[src/rtl/bank_loader.sv]
// Streams words round-robin into N_PE bank write ports, one row per N_PE words.
// Optional BANK_LOADER_DROPCNT_EN adds a saturating drop_cnt output.

`ifndef N_PE
`define N_PE 4
`endif
`ifndef ADDR_RAM
`define ADDR_RAM 8
`endif
`ifndef WID_RAM
`define WID_RAM 16
`endif

module bank_loader #(
  parameter int unsigned N_PE   = `N_PE,
  parameter int unsigned ADDR_W = `ADDR_RAM,
  parameter int unsigned DATA_W = `WID_RAM
) (
  input  logic              clk,
  input  logic              rst,
  input  logic              start,
  input  logic [ADDR_W-1:0] base_addr,
  input  logic [ADDR_W:0]   num_rows,
  input  logic              in_valid,
  output logic              in_ready,
  input  logic [DATA_W-1:0] in_data,
  output logic              mode,
  output logic [N_PE-1:0]   m0_w_en,
  output logic [ADDR_W-1:0] m0_w_addr,
  output logic [DATA_W-1:0] m0_w_data,
  output logic              busy,
  output logic              done
`ifdef BANK_LOADER_DROPCNT_EN
  ,
  output logic [15:0]       drop_cnt
`endif
);

  localparam int unsigned BankW = $clog2(N_PE);
  localparam logic [BankW-1:0] BankMax = BankW'(N_PE - 1);

  typedef enum logic [1:0] {StIdle, StLoad, StFlush, StDone} state_e;

  state_e              state_q, state_d;
  logic [BankW-1:0]    bank_q, bank_d;
  logic [ADDR_W:0]     row_q, row_d;
  logic [ADDR_W:0]     rows_q, rows_d;
  logic [ADDR_W-1:0]   addr_q, addr_d;
  logic [N_PE-1:0]     w_en_q, w_en_d;
  logic [ADDR_W-1:0]   w_addr_q;
  logic [DATA_W-1:0]   w_data_q;
  logic                accept;
  logic                start_ok;
  logic                last_word;

  assign accept    = in_valid & in_ready;
  assign start_ok  = start & (state_q == StIdle);
  assign last_word = (bank_q == BankMax) && (row_q == rows_q - 1'b1);

  always_comb begin
    state_d  = state_q;
    bank_d   = bank_q;
    row_d    = row_q;
    rows_d   = rows_q;
    addr_d   = addr_q;
    in_ready = 1'b0;
    busy     = 1'b0;
    done     = 1'b0;
    mode     = 1'b0;
    case (state_q)
      StIdle: begin
        mode = 1'b1;
        if (start) begin
          bank_d  = '0;
          row_d   = '0;
          rows_d  = num_rows;
          addr_d  = base_addr;
          state_d = (num_rows == '0) ? StDone : StLoad;
        end
      end
      StLoad: begin
        busy     = 1'b1;
        in_ready = 1'b1;
        if (in_valid) begin
          if (bank_q == BankMax) begin
            bank_d = '0;
            row_d  = row_q + 1'b1;
            addr_d = addr_q + 1'b1;
          end else begin
            bank_d = bank_q + 1'b1;
          end
          if (last_word) state_d = StFlush;
        end
      end
      StFlush: begin
        busy    = 1'b1;
        state_d = StDone;
      end
      StDone: begin
        done    = 1'b1;
        state_d = StIdle;
      end
      default: state_d = StIdle;
    endcase
  end

  assign w_en_d = accept ? (N_PE'(1) << bank_q) : '0;

  always_ff @(posedge clk or posedge rst) begin
    if (rst) begin
      state_q  <= StIdle;
      bank_q   <= '0;
      row_q    <= '0;
      rows_q   <= '0;
      addr_q   <= '0;
      w_en_q   <= '0;
      w_addr_q <= '0;
      w_data_q <= '0;
    end else begin
      state_q <= state_d;
      bank_q  <= bank_d;
      row_q   <= row_d;
      rows_q  <= rows_d;
      addr_q  <= addr_d;
      w_en_q  <= w_en_d;
      // Address/data hold between writes; only w_en marks a valid write.
      if (accept) begin
        w_addr_q <= addr_q;
        w_data_q <= in_data;
      end
    end
  end

  assign m0_w_en   = w_en_q;
  assign m0_w_addr = w_addr_q;
  assign m0_w_data = w_data_q;

`ifdef BANK_LOADER_DROPCNT_EN
  logic [15:0] drop_q;

  always_ff @(posedge clk or posedge rst) begin
    if (rst) begin
      drop_q <= '0;
    end else if (start_ok) begin
      drop_q <= '0;
    end else if (in_valid && !in_ready && (drop_q != 16'hFFFF)) begin
      drop_q <= drop_q + 16'd1;
    end
  end

  assign drop_cnt = drop_q;
`else
  logic unused_start_ok;
  assign unused_start_ok = start_ok;
`endif

endmodule

[config.mk]
export PLATFORM = sky130hd
export DESIGN_NAME = bank_loader
export DESIGN_NICKNAME = d
export VERILOG_FILES = /design/src/rtl/bank_loader.sv
export SDC_FILE = /design/constraint.sdc
export NUM_CORES = 1
export LEC_CHECK = 0
export ABC_AREA = 0
export CAP_MARGIN = 40
export CORE_AREA = 2 2 95 97
export CTS_BUF_LIST = sky130_fd_sc_hd__clkbuf_4
export CTS_CLUSTER_DIAMETER = 200
export DETAILED_ROUTE_END_ITERATION = 16
export DIE_AREA = 0 0 97 99
export DONT_BUFFER_PORTS = 1
export PLACE_DENSITY = 0.51
export SKIP_CTS_REPAIR_TIMING = 1
export SLEW_MARGIN = 0
export SYNTH_ARGS = -nofsm -noshare
export SYNTH_HDL_FRONTEND = slang
export SYNTH_SLANG_ARGS = --single-unit
[constraint.sdc]
create_clock -name clk -period 2.3 [get_ports clk]
set_input_delay 0.345 -clock clk [delete_from_list [all_inputs] [get_ports clk]]
set_output_delay 0.345 -clock clk [all_outputs]
set_load 0.005 [all_outputs]
==> results <==
- The flow ran to the end, and the final reports show no timing, DRC or antenna violations.
- Summing the areas of all fa, ha and maj instances in the mapped netlist gives 4.651% of the synthesized area.
- The remaining design rule violation count is 0.
- After synthesis, the cell types taking the most area are sky130_fd_sc_hd__dfrtp_1 49%, sky130_fd_sc_hd__mux2_2 13%, sky130_fd_sc_hd__ha_1 4.7%.
- The maximum clock frequency is 443.3 MHz.
- The required time at the worst-slack endpoint is around 2.6 ns.
- Across all setup checks in the final design, the least slack found is 0.04409 ns.
- The area of the mapped netlist is 0.002959 mm².
- Routability-driven placement finished with a final weighted congestion of between 0.7 and 0.8.
- The proportion of layout cells with a drive suffix above 1 is 24.40%.
- TritonCTS built the clock tree.
- Once detail routing completed, the nets flagged for antenna violations numbered 0.
- The biggest area consumer among synthesized cells is sky130_fd_sc_hd__dfrtp_1.
- Yosys instantiated no cell more often than sky130_fd_sc_hd__dfrtp_1.
- Summed over all nets, the half-perimeter wirelength after detailed placement is 4555 µm.
- Along the worst path, the maximum fanout reaches 7.
- The y dimension of the die is between 90 and 100 µm.
- The number of nets in the final layout is 334.
- OpenSTA, run right after detailed placement, puts the worst setup slack at 0.06914 ns.
- The critical path is of the flip-flop to flip-flop type.
- The leftover overflow at the end of global routing is 0.
- On the final layout, the worst hold slack is 0.07539 ns.
- After clock tree synthesis, the clock-pin slew on the worst setup and hold paths is roughly 0.12 ns.
- The pin count of the biggest net entering global routing is 29.
- The per-cell via count in the routed design is between 5 and 6.
- The max-cap check violation count is 0.
- The die is 97 µm wide.
- The final max-slew violation count came to 0.
- For the final routed database, the setup TNS stands at 0 ns.
- The root buffer cell chosen for the clock tree is sky130_fd_sc_hd__clkbuf_4.
- Synthesis handed over a netlist of roughly 270 instances.
- The xor/xnor share of the synthesized area is 4.440%.
- The main combinational cell family by area after synthesis is multiplexers.
- Sorting the synthesized cells by how often they occur yields 58 x sky130_fd_sc_hd__dfrtp_1, 34 x sky130_fd_sc_hd__mux2_2, 18 x sky130_fd_sc_hd__nand2_1, 18 x sky130_fd_sc_hd__nor2_1, 14 x sky130_fd_sc_hd__a21oi_1.
- Summing the areas of all compound-gate instances in the mapped netlist gives 10.99% of the synthesized area.
- The H-tree level count is 3.
- Among all flip-flop cells after synthesis, the most frequent one is sky130_fd_sc_hd__dfrtp_1.
- During synthesis, Yosys emitted a total of 0 warnings.
- Setup repair after global routing left no endpoint under its margin.
- The wire length of the first global-routing pass is 10230 µm.
- The worst setup path is launched from a flip-flop.
- The number of non-filler instances in the completed layout is 400.
- The hold violation total from the final report is 0.
- The number of clock sinks is 58.
- The average routed wire per standard cell is 15.81 µm.
- The final number of setup-violating endpoints is 0.
- The number of buffers on the longest clock path is 2.
- The leakage power total is between 1 and 1.5 nW.
- The number of iterations in the first detailed-routing pass is 4.
- The share of the Yosys chip area taken by registers is 49.05%.
- The full die area is between 0.009 and 0.01 mm².
- The clock network latency to the later pin of the worst-skew pair is 0.41 ns.
- The sort of element at the end of the critical path is a flip-flop.
- The total power is roughly 4.5 mW.
- In this run the mean area of a mapped cell was 10.88 µm².
- The synthesized netlist contains 44 unique library cells.
- Synthesis produced a netlist with a net count of 320.
- The number of antenna violations at the first check in global routing was 1.
- Headroom to the max-slew limit came out at 60.06%.
- Measured against the total synthesized area, the mux share comes to 13.95%.
- The total power per unit cell area is roughly 1300 mW/mm².
- The number of global-route vias before repair is 2031.
- The final wirelength is roughly 6300 µm.
- Counting flops with an async set or reset pin after synthesis yields a share of 100.0%.
- Once the floorplan was initialized, standard cells occupied 34.61% of the core.
- Across all layers, the routed design uses slightly above 2000 vias.
- Across the routed clock network, the largest skew measured is 0.01557 ns.
- From synthesis to final layout, the design area changed by 12.73%.
- The type of the tightest min-delay check is input pin to flip-flop.
- The worst-margin pin slew is 0.5982 ns.
- The number of clock buffers added by TritonCTS is 9.
- VDD sags by at most 0.6394 mV.
- The count of flip-flops with a built-in enable after synthesis is 0.
- The core outline area is 0.008551 mm².
- The boundary pin count is 69.
- Buffers placed on the I/O ports in this run total 0.
- The share of the clock period used by the worst path after layout is 98.08%.
- Across every metal layer, demand over resource in global routing totals 13.73%.
- The top cell type by area accounts for around half of the synthesized area.
- The arrival time at the worst endpoint is between 2 and 3 ns.
- The instance count after placement with tap cells included is 382.
- The shortest period the worst path allows is approximately 2.3 ns.
- Synthesis inferred 58 register bits.
- After Yosys synthesis, and, or, nand and nor cells account for 13.74% of the synthesized area.
- The count of standard-cell rows is 34.
- The count of routing violations after the opening detailed-route iteration is 72.
==> layout by cell type (no fill, tap or decap), types with 6 or more instances in the layout <==
cell type	n
sky130_fd_sc_hd__xnor2_1	10
sky130_fd_sc_hd__buf_4	13
sky130_fd_sc_hd__nor2_1	18
sky130_fd_sc_hd__o21ai_0	13
sky130_fd_sc_hd__nand3_1	12
sky130_fd_sc_hd__nand2_1	18
sky130_fd_sc_hd__a21oi_1	14
sky130_fd_sc_hd__ha_1	11
sky130_fd_sc_hd__inv_1	8
sky130_fd_sc_hd__mux2_2	34
sky130_fd_sc_hd__clkbuf_4	9
sky130_fd_sc_hd__dfrtp_1	57
sky130_fd_sc_hd__and3_1	6
==> metrics by stage <==
stage / instance area, µm² / util (%)
after floorplan: 2959 / -
after global placement: 3132 / 36.63
after detailed placement: 3132 / 36.63
after CTS: 3317 / 38.79
after global routing: 3336 / 39.01
final: 3336 / 39.01
==> final cells by class <==
cell class | count | area (µm²)
flip-flops and latches | 58 | 1453
diodes | 1 | 2.502
clock inverters | 7 | 117.6
fillers | 846 | 5215
well taps | 108 | 135.1
repair buffers | 14 | 107.6
multi-input cells | 194 | 1419
inverters | 9 | 33.78
clock buffers | 9 | 67.56
==> critical path, cell delays in order, from the launching register on <==
cell and delay [ns]:
sky130_fd_sc_hd__dfrtp_2 0.46, sky130_fd_sc_hd__or4_4 0.54, sky130_fd_sc_hd__or4_1 0.41, sky130_fd_sc_hd__nand4_1 0.11, sky130_fd_sc_hd__o2111a_2 0.22, sky130_fd_sc_hd__a31oi_1 0.12
sky130_fd_sc_hd__o31a_1 0.29
==> report_power, final <==
part	switching (mW)	internal [mW]
Combinational	0.829	0.858
Sequential	0.403	1.44
Clock	0.414	0.550
Total	1.65	2.85
==> cell families after synthesis <==
group           after synthesis
compound gates               50
xor+xnor                     15
fa+ha+maj                    11
buf+inv                      20
flops                        58
mux                          37
simple gates                 81
==> routing by layer <==
metal	vias to the layer above	part of all wire (%)	global-route usage (%)
li1	1004	-	-
met1	991	47	18.09
met2	51	47	20.46
met3	10	4.2	3.688
met4	0	2.3	7.801
met5	-	0	0
==> registers in the layout, indices dropped and copies added, names as in the netlist <==
name	cells
row_q	9
state_q	2
m0_w_en	4
m0_w_data	16
addr_q	8
m0_w_addr	8
rows_q	9
bank_q	2
==> path summary, 6_finish.rpt <==
path / startpoint / end / slack, ns / cells past startpoint
worst min register to register: m0_w_data[8]$_DFFE_PP0P_ / m0_w_data[8]$_DFFE_PP0P_ / 0.54 / 1
worst min-delay path: num_rows[7] / rows_q[7]$_DFFE_PP0P_ / 0.08 / 1
worst max register to register: rows_q[1]$_DFFE_PP0P_ / state_q[1]$_DFFE_PP0P_ / 0.04 / 6
min in group asynchronous: rst / m0_w_data[6]$_DFFE_PP0P_ / 0.45 / 2
max in group asynchronous: rst / addr_q[3]$_DFFE_PP0P_ / 1.14 / 3
worst max-delay path: rows_q[1]$_DFFE_PP0P_ / state_q[1]$_DFFE_PP0P_ / 0.04 / 6
(Power assumes the default switching activity.)
